==> src/rtl/data_memory_arbiter_if.sv <==
// data_memory_arbiter_if: request/response handshake for both ports plus the DataMemory side bus
interface data_memory_arbiter_if #(
    parameter int ADDR_WIDTH = 32,
    parameter int DATA_WIDTH = 32
);
    logic                  Req_Valid_0;
    logic                  Req_Valid_1;
    logic                  Req_Write_0;
    logic                  Req_Write_1;
    logic [ADDR_WIDTH-1:0] Req_Address_0;
    logic [ADDR_WIDTH-1:0] Req_Address_1;
    logic [DATA_WIDTH-1:0] Req_Write_Data_0;
    logic [DATA_WIDTH-1:0] Req_Write_Data_1;
    logic                  Req_Ready_0;
    logic                  Req_Ready_1;
    logic                  Resp_Valid_0;
    logic                  Resp_Valid_1;
    logic [DATA_WIDTH-1:0] Resp_Read_Data_0;
    logic [DATA_WIDTH-1:0] Resp_Read_Data_1;
    logic [ADDR_WIDTH-1:0] Address;
    logic [DATA_WIDTH-1:0] Write_Data;
    logic                  Sig_Mem_Write;
    logic                  Sig_Mem_Read;
    logic [DATA_WIDTH-1:0] Read_Data;
    logic                  Busy;

    modport slave (
        input  Req_Valid_0, Req_Valid_1, Req_Write_0, Req_Write_1,
        input  Req_Address_0, Req_Address_1, Req_Write_Data_0, Req_Write_Data_1,
        input  Read_Data,
        output Req_Ready_0, Req_Ready_1, Resp_Valid_0, Resp_Valid_1,
        output Resp_Read_Data_0, Resp_Read_Data_1,
        output Address, Write_Data, Sig_Mem_Write, Sig_Mem_Read, Busy
    );

    modport master (
        output Req_Valid_0, Req_Valid_1, Req_Write_0, Req_Write_1,
        output Req_Address_0, Req_Address_1, Req_Write_Data_0, Req_Write_Data_1,
        output Read_Data,
        input  Req_Ready_0, Req_Ready_1, Resp_Valid_0, Resp_Valid_1,
        input  Resp_Read_Data_0, Resp_Read_Data_1,
        input  Address, Write_Data, Sig_Mem_Write, Sig_Mem_Read, Busy
    );
endinterface

==> src/rtl/data_memory_arbiter.sv <==
// data_memory_arbiter: round-robin two-port arbiter issuing one DataMemory access per request
module data_memory_arbiter #(
    parameter int ADDR_WIDTH = 32,
    parameter int DATA_WIDTH = 32
) (
    input  logic                 Clk,
    input  logic                 Reset_N,
    data_memory_arbiter_if.slave bus
);
    typedef enum logic {IDLE, ACCESS} state_t;

    state_t                state;
    state_t                state_next;
    logic                  last_grant;
    logic                  owner;
    logic                  wr_q;
    logic                  gnt_1;
    logic                  accept;
    logic [ADDR_WIDTH-1:0] addr_q;
    logic [DATA_WIDTH-1:0] wdata_q;

    always_ff @(posedge Clk) begin
        if (!Reset_N) state <= IDLE;
        else          state <= state_next;
    end

    // on contention the port that did not win last time gets the grant
    always_comb begin
        gnt_1             = bus.Req_Valid_1 && (!bus.Req_Valid_0 || !last_grant);
        accept            = (state == IDLE) && (bus.Req_Valid_0 || bus.Req_Valid_1);
        state_next        = accept ? ACCESS : IDLE;
        bus.Req_Ready_0   = (state == IDLE) && bus.Req_Valid_0 && !gnt_1;
        bus.Req_Ready_1   = (state == IDLE) && gnt_1;
        bus.Busy          = (state == ACCESS);
        bus.Address       = (state == ACCESS) ? addr_q : '0;
        bus.Write_Data    = (state == ACCESS) ? wdata_q : '0;
        bus.Sig_Mem_Write = (state == ACCESS) && wr_q;
        bus.Sig_Mem_Read  = (state == ACCESS) && !wr_q;
    end

    always_ff @(posedge Clk) begin
        if (!Reset_N) begin
            last_grant           <= 1'b1;
            owner                <= 1'b0;
            wr_q                 <= 1'b0;
            addr_q               <= '0;
            wdata_q              <= '0;
            bus.Resp_Valid_0     <= 1'b0;
            bus.Resp_Valid_1     <= 1'b0;
            bus.Resp_Read_Data_0 <= '0;
            bus.Resp_Read_Data_1 <= '0;
        end else begin
            bus.Resp_Valid_0 <= (state == ACCESS) && !owner;
            bus.Resp_Valid_1 <= (state == ACCESS) && owner;
            if (state == ACCESS && !owner) bus.Resp_Read_Data_0 <= wr_q ? '0 : bus.Read_Data;
            if (state == ACCESS && owner)  bus.Resp_Read_Data_1 <= wr_q ? '0 : bus.Read_Data;
            if (accept) begin
                owner      <= gnt_1;
                last_grant <= gnt_1;
                wr_q       <= gnt_1 ? bus.Req_Write_1 : bus.Req_Write_0;
                addr_q     <= gnt_1 ? bus.Req_Address_1 : bus.Req_Address_0;
                wdata_q    <= gnt_1 ? bus.Req_Write_Data_1 : bus.Req_Write_Data_0;
            end
        end
    end
endmodule

==> src/flat_wrapper.sv <==
// flat-port wrapper written by rule: the top's interface ports become plain ports
module data_memory_arbiter_flat 
#(
    parameter int ADDR_WIDTH = 32,
    parameter int DATA_WIDTH = 32
)
  (Clk, Reset_N, bus_Req_Valid_0, bus_Req_Valid_1, bus_Req_Write_0, bus_Req_Write_1, bus_Req_Address_0, bus_Req_Address_1, bus_Req_Write_Data_0, bus_Req_Write_Data_1, bus_Read_Data, bus_Req_Ready_0, bus_Req_Ready_1, bus_Resp_Valid_0, bus_Resp_Valid_1, bus_Resp_Read_Data_0, bus_Resp_Read_Data_1, bus_Address, bus_Write_Data, bus_Sig_Mem_Write, bus_Sig_Mem_Read, bus_Busy);
  data_memory_arbiter_if #(.ADDR_WIDTH(ADDR_WIDTH), .DATA_WIDTH(DATA_WIDTH)) bus_i ();
  input  logic Clk;
  input  logic Reset_N;
  input wire logic [$bits(bus_i.Req_Valid_0)-1:0] bus_Req_Valid_0;
  input wire logic [$bits(bus_i.Req_Valid_1)-1:0] bus_Req_Valid_1;
  input wire logic [$bits(bus_i.Req_Write_0)-1:0] bus_Req_Write_0;
  input wire logic [$bits(bus_i.Req_Write_1)-1:0] bus_Req_Write_1;
  input wire logic [$bits(bus_i.Req_Address_0)-1:0] bus_Req_Address_0;
  input wire logic [$bits(bus_i.Req_Address_1)-1:0] bus_Req_Address_1;
  input wire logic [$bits(bus_i.Req_Write_Data_0)-1:0] bus_Req_Write_Data_0;
  input wire logic [$bits(bus_i.Req_Write_Data_1)-1:0] bus_Req_Write_Data_1;
  input wire logic [$bits(bus_i.Read_Data)-1:0] bus_Read_Data;
  output wire logic [$bits(bus_i.Req_Ready_0)-1:0] bus_Req_Ready_0;
  output wire logic [$bits(bus_i.Req_Ready_1)-1:0] bus_Req_Ready_1;
  output wire logic [$bits(bus_i.Resp_Valid_0)-1:0] bus_Resp_Valid_0;
  output wire logic [$bits(bus_i.Resp_Valid_1)-1:0] bus_Resp_Valid_1;
  output wire logic [$bits(bus_i.Resp_Read_Data_0)-1:0] bus_Resp_Read_Data_0;
  output wire logic [$bits(bus_i.Resp_Read_Data_1)-1:0] bus_Resp_Read_Data_1;
  output wire logic [$bits(bus_i.Address)-1:0] bus_Address;
  output wire logic [$bits(bus_i.Write_Data)-1:0] bus_Write_Data;
  output wire logic [$bits(bus_i.Sig_Mem_Write)-1:0] bus_Sig_Mem_Write;
  output wire logic [$bits(bus_i.Sig_Mem_Read)-1:0] bus_Sig_Mem_Read;
  output wire logic [$bits(bus_i.Busy)-1:0] bus_Busy;
  assign bus_i.Req_Valid_0 = bus_Req_Valid_0;
  assign bus_i.Req_Valid_1 = bus_Req_Valid_1;
  assign bus_i.Req_Write_0 = bus_Req_Write_0;
  assign bus_i.Req_Write_1 = bus_Req_Write_1;
  assign bus_i.Req_Address_0 = bus_Req_Address_0;
  assign bus_i.Req_Address_1 = bus_Req_Address_1;
  assign bus_i.Req_Write_Data_0 = bus_Req_Write_Data_0;
  assign bus_i.Req_Write_Data_1 = bus_Req_Write_Data_1;
  assign bus_i.Read_Data = bus_Read_Data;
  assign bus_Req_Ready_0 = bus_i.Req_Ready_0;
  assign bus_Req_Ready_1 = bus_i.Req_Ready_1;
  assign bus_Resp_Valid_0 = bus_i.Resp_Valid_0;
  assign bus_Resp_Valid_1 = bus_i.Resp_Valid_1;
  assign bus_Resp_Read_Data_0 = bus_i.Resp_Read_Data_0;
  assign bus_Resp_Read_Data_1 = bus_i.Resp_Read_Data_1;
  assign bus_Address = bus_i.Address;
  assign bus_Write_Data = bus_i.Write_Data;
  assign bus_Sig_Mem_Write = bus_i.Sig_Mem_Write;
  assign bus_Sig_Mem_Read = bus_i.Sig_Mem_Read;
  assign bus_Busy = bus_i.Busy;
  data_memory_arbiter #(.ADDR_WIDTH(ADDR_WIDTH), .DATA_WIDTH(DATA_WIDTH)) u_core (.Clk(Clk), .Reset_N(Reset_N), .bus(bus_i));
endmodule
==> config.mk <==
export PLATFORM = sky130hd
export DESIGN_NAME = data_memory_arbiter_flat
export DESIGN_NICKNAME = d
export VERILOG_FILES = /design/src/rtl/data_memory_arbiter_if.sv /design/src/rtl/data_memory_arbiter.sv /design/src/flat_wrapper.sv
export SDC_FILE = /design/constraint.sdc
export NUM_CORES = 1
export LEC_CHECK = 0
export CORE_MARGIN = 2
export CORE_UTILIZATION = 36
export DETAILED_ROUTE_END_ITERATION = 10
export GPL_TIMING_DRIVEN = 0
export HOLD_SLACK_MARGIN = 0.05
export PLACE_DENSITY = 0.76
export SYNTH_ARGS = -nofsm -noshare
export SYNTH_HDL_FRONTEND = slang
export SYNTH_SLANG_ARGS = --single-unit
==> constraint.sdc <==
create_clock -name Clk -period 1.1 [get_ports Clk]
set_input_delay 0.33 -clock Clk [delete_from_list [all_inputs] [get_ports Clk]]
set_output_delay 0.33 -clock Clk [all_outputs]
set_load 0.005 [all_outputs]
## Word level (Yosys, flattened, before mapping)

Index checks and enable logic that the tools add are counted.

- Mux-type cells: 7
- Bitwise operators: 1
- Reduce and logical (&&, ||, !) cells: 16

Operators by type and width:

| cell | number |
|---|---|
| $mux W32 | 5 |
| $logic_and A1 B1 Y1 | 9 |
| $logic_not A1 Y1 | 5 |
| $logic_or A1 B1 Y1 | 2 |
| $mux W1 | 2 |
| $not A1 Y1 | 1 |

- Bits in registers: 134
- Output and inout bits: 135
- Word-level logic and storage cells: 34

## Depth between registers and ports, before layout

Gate-level depths: netlist of the first run.

- Word-level depth: 5
- Mapped depth: 6
- Mapped depth without buffers: 3

## Worst setup path after synthesis of the first run

OpenSTA, ideal clock, no wires.

- Path kind: flip-flop to output port
- From: reg u_core.state (netlist: u_core.bus.Busy)
- To: out bus_Address[19]
- Data arrival time: 945 ps
- Slack: -175 ps
- Cell stages (with the launch flop): 4
- Path buffers: 2
- Cells stage by stage: dfxtp_1 > clkbuf_1 > clkbuf_1 > and2_1

- Longest elaborated chain between the ends: 1

Ends and longest elaborated chain:

| item | RTL line | text |
|---|---|---|
| from (decl) | data_memory_arbiter.sv:12 | `state_t state;` |
| from (signal assigned) | data_memory_arbiter.sv:24 | `else state <= state_next;` |
| $mux W32 | data_memory_arbiter.sv:35 | `bus.Address = (state == ACCESS) ? addr_q : '0;` |
| to (decl) | flat_wrapper.sv:26 | `output wire logic [$bits(bus_i.Address)-1:0] bus_Address;` |

Every way passes these cells.

## Worst setup path in the final report of the first run

- From: reg u_core.state (netlist: u_core.bus.Busy)
- To: out bus_Address[10]

The elaborated chain is that of the path after synthesis.

==> impl_metrics.ini, run 1 <==
[logic_synthesis]
ys_ff_latch = 134
synth_commonest_cells = 260 x nand2_1, 134 x dfxtp_1, 68 x and2_1
synth_nets = 935
syn_avg_cell_area_um2 = 7.712
syn_area_um2 = 5931
ys_types = 21
syn-instance-count = 769
synth.top_cell.area_share_pct = 45.23
ys.flop_type = dfxtp_1
synth_edf_count = 0
synthMostInstantiatedCell = nand2_1
yosysSeqAreaShare_pct = 45.23
async_flop_share_pct = 0
yosysWarningCount = 0
post-synth-top-area-cell = dfxtp_1
yosys-top-cells-area = dfxtp_1 45%, nand2_1 16%, a21boi_1 8.1%, and2_1 7.2%, a31oi_1 6.9%

[detailed_routing]
drc = 0
route.met3.wl_mm = 2.139
drt-pass1-iter-count = 5
vias = 7163
ant_nets = 0
drt_iter0_drc = 398
met1_length_mm = 9.806
via_per_inst = 5.105
drt-total-wl_mm = 26.35
wire_per_inst_um = 18.78
wl_met2_mm = 13.34
top_layer = met4

[critical_path]
r2r_end = u_core.addr_q[25]
rr_worst_depth = 9
crit_path_start_kind = flip-flop
r2r-start = u_core.bus.Busy
cp.required_ns = 0.77
end_kind = output port
arrival_ns = 1.46
worstSetupPathType = flip-flop to output port
rrSetupSlack_ns = -0.59
crit_fanout = 6

[pwr]
vdd_ir_drop_max_mv = 1.145
p_leak_nw = 5.007
p_per_area_nw_per_um2 = 1262

[timing]
timing.hold.ws_ns = 0.2659
skew_ns = 0.007178
relSlewSlack_pct = 62.88
drv_slew = 0
setup_violations = 268
max_freq_mhz = 559.7
fin_crit_ns = 1.787
setup_ws_ns = -0.6866
min_period_over_period_pct = 162.4
hold_viol = 0
tightest_slew_ns = 0.5567
rsz0062_at_grt = true

[floorplan]
die_x_um = 132.4
core-area_um2 = 16000
die-area_um2 = 17520
rows = 46
ioPinCount = 301
die_h_um = 132.4
initial_core_util_pct = 37.07

[job]
maxCapViolations = 0

[global_routing]
grt.total_usage_pct = 28.87
grt_max_degree = 17
overflow = 0
antenna_found_initial = 2
grt_pass1_vias = 7385
grt_pass1_wl_mm = 39.74

[worst_hold_path]
holdPathStages = 3
hold_class = primary input to flip-flop
worstHoldEndpoint = u_core.wdata_q[8]
min-delay-start = Reset_N

[layout]
nNetsFinal = 1340
area_delta_synth_final_pct = 102.5
drive_gt1_share_pct = 43.38

[clock_network]
cts_buffers = 17
clk_latency_ns = 0.43
clk_pin_slew_ns = 0.06
clockBufferDepth = 2
ctsRootBufferMaster = clkbuf_16
htree_levels = 4
cts_tree = built
cts_sinks = 134

[place]
gp_congestion = 0.8349
hpwlAfterDp_mm = 15.96
place_ws_ns = -1.129
port_buffers = 299

[status]
status = finished with violations
violations = setup timing
==> per-stage QoR <==
step	cells	TNS, ns	power [mW]	cell area [µm²]	utilization, %
2_1_floorplan	769	-0.5321	6.519	5974	-
3_3_place_gp	1284	-107.24	7.891	9238	57.73
3_5_place_dp	1284	-110.52	7.919	9238	57.73
4_1_cts	1392	-102.04	14.82	11440	71.52
5_1_grt	1402	-117.87	15.67	12010	75.04
6_report	1403	-108.78	15.16	12010	75.05
==> cells by family after synthesis <==
group	synth area share (%)
flip-flops	45.23
AO/OA/AOI/OAI	21.22
buffers and inverters	5.717
AND/OR/NAND/NOR	27.83
==> what timing repair did <==
item | CTS | global route
pin swaps | 67 | 8
setup endpoints to repair | 265 | 268
hold buffers | 0 | 0
setup buffers | 53 | 23
cloned | 27 | 0
gates resized for setup | 956 | 113
==> flip-flops by register name, indices dropped and copies added (netlist names) <==
name                         count
u_core.bus.Resp_Read_Data_0     32
u_core.bus.Resp_Read_Data_1     32
u_core.bus.Resp_Valid_1          1
u_core.wdata_q                  32
u_core.owner                     1
u_core.wr_q                      1
u_core.bus.Busy                  1
u_core.addr_q                   32
u_core.bus.Resp_Valid_0          1
u_core.last_grant                1
==> metal layers <==
metal | global-route usage [%] | up-vias
li1 | - | 3362
met1 | 32.11 | 3360
met2 | 50.17 | 362
met3 | 8.651 | 79
met4 | 14.16 | 0
met5 | 0 | -
==> worst max-delay path by stage <==
stage | startpoint | slack, ns | end | cells after the start
2_1_floorplan | u_core.bus.Busy | -0.01 | u_core.addr_q[17] | 4
3_3_place_gp | bus_Req_Valid_1 | -1.13 | bus_Req_Ready_1 | 5
3_5_place_dp | bus_Req_Valid_1 | -1.13 | bus_Req_Ready_1 | 5
4_1_cts | u_core.bus.Busy | -0.66 | bus_Address[11] | 5
5_1_grt | u_core.bus.Busy | -0.71 | bus_Address[15] | 5
6_report | u_core.bus.Busy | -0.69 | bus_Address[10] | 5
==> layout make-up <==
| type | count | area [µm²] |
|---|---|---|
| Timing Repair Buffer | 390 | 4116 |
| Fill cell | 1121 | 3991 |
| Multi-Input combinational cell | 568 | 3566 |
| Sequential cell | 134 | 2774 |
| Buffer | 63 | 674.4 |
| Clock buffer | 19 | 452.9 |
| Tap cell | 216 | 270.3 |
| Clock inverter | 11 | 150.1 |
| Antenna cell | 2 | 5.005 |
==> cell usage in the layout (no fill, tap or decap), drive strengths merged <==
cell type and instances:
clkdlybuf4s50 162, o21ba 1, clkinvlp 2, a21bo 1
clkbuf 46, and2 68, clkinv 5, a31oi 65
dlygate4sd2 2, dfxtp 134, bufinv 3, nand2b 2
a22oi 1, nor2 3, o21a 1, buf 261
o21ai 65, a21boi 65, nand2 260, and3 1
diode 2, nor2b 35, inv 1, clkdlybuf4s15 1
==> critical path, stage by stage, from the launching register on <==
cell       delay (ns)
dfxtp_4          0.36
buf_8            0.14
buf_6            0.13
clkbuf_16        0.14
and2_4           0.14
buf_6            0.11
==> where the power goes <==
group	total [mW]	internal (mW)	switching, mW
clock network	5.93	3.67	2.26
registers	5.43	5.21	0.216
logic	3.80	2.22	1.59
total	15.2	11.1	4.06
(Power assumes the default switching activity.)
==> run 2, diff against run 1 <==
--- a/config.mk
+++ b/config.mk
@@ -5,6 +5,7 @@
 export SDC_FILE = /design/constraint.sdc
 export NUM_CORES = 1
 export LEC_CHECK = 0
+export CORE_ASPECT_RATIO = 1.75
 export CORE_MARGIN = 2
 export CORE_UTILIZATION = 36
 export DETAILED_ROUTE_END_ITERATION = 10
==> impl_metrics.ini, run 2 (synthesis gave the netlist of run 1 again) <==
[place]
hpwlAfterDp_mm = 16.36
dpl.cell_count = 1260
port_buffers = 299
gp_congestion = 0.8785

[layout]
mostFrequentLayoutCell = nand2_1
fin_cells = 1365
nNetsFinal = 1325
drive_gt1_share_pct = 45.73
mostFrequentLayoutCells = 203 x nand2_1, 162 x clkdlybuf4s50_1, 143 x buf_6
area_delta_synth_final_pct = 98.25

[clock_network]
hold_buffers = 0
clk_pin_slew_ns = 0.06
cts_sinks = 134
ctsRootBufferMaster = clkbuf_16
htree_levels = 4
clk_latency_ns = 0.41
clockBufferDepth = 2
cts_buffers = 17
cts_tree = built

[detailed_routing]
drt_iter0_drc = 223
wire_per_inst_um = 18.58
ant_nets = 0
drt-pass1-iter-count = 5
drc = 0
drt-total-wl_mm = 25.36
via_per_inst = 5.060
vias = 6907

[job]
maxCapViolations = 0

[floorplan]
ioPinCount = 301
die_h_um = 173.8
core-area_um2 = 16290
rows = 62
die_x_um = 101.0
die-area_um2 = 17560
initial_core_util_pct = 36.41

[critical_path]
r2r-start = u_core.bus.Busy
crit_path_start_kind = flip-flop
cp.required_ns = 0.77
crit_fanout = 5
worstSetupPathType = flip-flop to output port
arrival_ns = 1.43
critPathLaunch = u_core.bus.Busy
end_kind = output port

[global_routing]
grtUsageMet2_pct = 53.22
met3_usage_pct = 7.016
grt_util_met1_pct = 27.30
antenna_found_initial = 2
overflow = 0
grt.total_usage_pct = 28.35
grt_pass1_vias = 7381
grt_pass1_wl_mm = 38.33
busiest_layer = met2
grt_max_degree = 17

[timing]
skew_ns = 0.01114
min_period_over_period_pct = 160.3
drv_slew = 0
fin_crit_ns = 1.764
tightest_slew_ns = 0.5897
max_freq_mhz = 567.0
setup_ws_ns = -0.6636
setup_violations = 268
relSlewSlack_pct = 60.68
rsz0062_at_grt = true
hold_viol = 0
fin_setup_tns_ns = -92.62

[pwr]
p_leak_nw = 5.063
vdd_ir_drop_max_mv = 0.8994
p_per_area_nw_per_um2 = 1258

[status]
status = finished with violations
violations = setup timing

[worst_hold_path]
min-delay-start = Reset_N
hold_class = primary input to flip-flop
run 2: layout make-up:
type / instances / area, µm²
fillers: 1228 / 4533
repair buffers: 375 / 3914
multi-input cells: 568 / 3576
flip-flops and latches: 134 / 2776
plain buffers: 63 / 656.9
clock buffers: 18 / 429.2
well taps: 192 / 240.2
clock inverters: 14 / 162.7
diodes: 1 / 2.502
run 2: final timing paths:
check / end / slack (ns) / depth (start not counted)
min: u_core.wdata_q[10] / 0.25 / 3
max: bus_Sig_Mem_Write / -0.66 / 4
max reg2reg: u_core.wr_q / -0.47 / 7
min reg2reg: u_core.bus.Resp_Read_Data_1[14] / 0.46 / 2
run 2: metrics by stage:
stage                     utilization, %  hold WS, ns  setup slack (ns)  total power, mW  instance area (µm²)
after floorplan                        -       0.4514          -0.01138            6.519                 5974
after global placement             56.52       0.4394            -1.118            7.874                 9208
after detailed placement           56.52       0.4439            -1.132            7.900                 9208
after CTS                          68.20       0.2663           -0.6981            14.50                11110
after global routing               72.17       0.2638           -0.7013            15.31                11760
final                              72.17       0.2492           -0.6636            14.79                11760
run 2: routing by layer:
| metal | part of all wire (%) | up-vias |
|---|---|---|
| met1 | 34 | 3230 |
| li1 | - | 3333 |
| met5 | 0.051 | - |
| met3 | 5.0 | 73 |
| met2 | 56 | 269 |
| met4 | 4.8 | 2 |
run 2: power by group:
part	internal [mW]	switching [mW]	total, mW	leakage (nW)
clock	3.41	2.41	5.82	0.283
sequential	5.21	0.240	5.45	1.13
combinational	2.05	1.46	3.51	3.65
total	10.7	4.11	14.8	5.06
run 2: what timing repair did:
action | in CTS | in global routing
setup endpoints to repair | 265 | 268
buffers inserted | 43 | 24
pin swaps | 70 | 49
cloned | 22 | 1
gates resized for setup | 935 | 200
run 2: worst max-delay path, cell delays in order (launching register included):
cell and delay (ns):
dfxtp_4 0.37, clkbuf_8 0.16, buf_12 0.13, and2_1 0.15, clkdlybuf4s15_1 0.21
==> run 3, diff against run 2 <==
--- a/config.mk
+++ b/config.mk
@@ -5,6 +5,7 @@
 export SDC_FILE = /design/constraint.sdc
 export NUM_CORES = 1
 export LEC_CHECK = 0
+export ABC_CLOCK_PERIOD_IN_PS = 1100
 export CORE_ASPECT_RATIO = 1.75
 export CORE_MARGIN = 2
 export CORE_UTILIZATION = 36
==> results of run 3 <==
The final DEF is identical to that of run 2; final timing and power are the same.
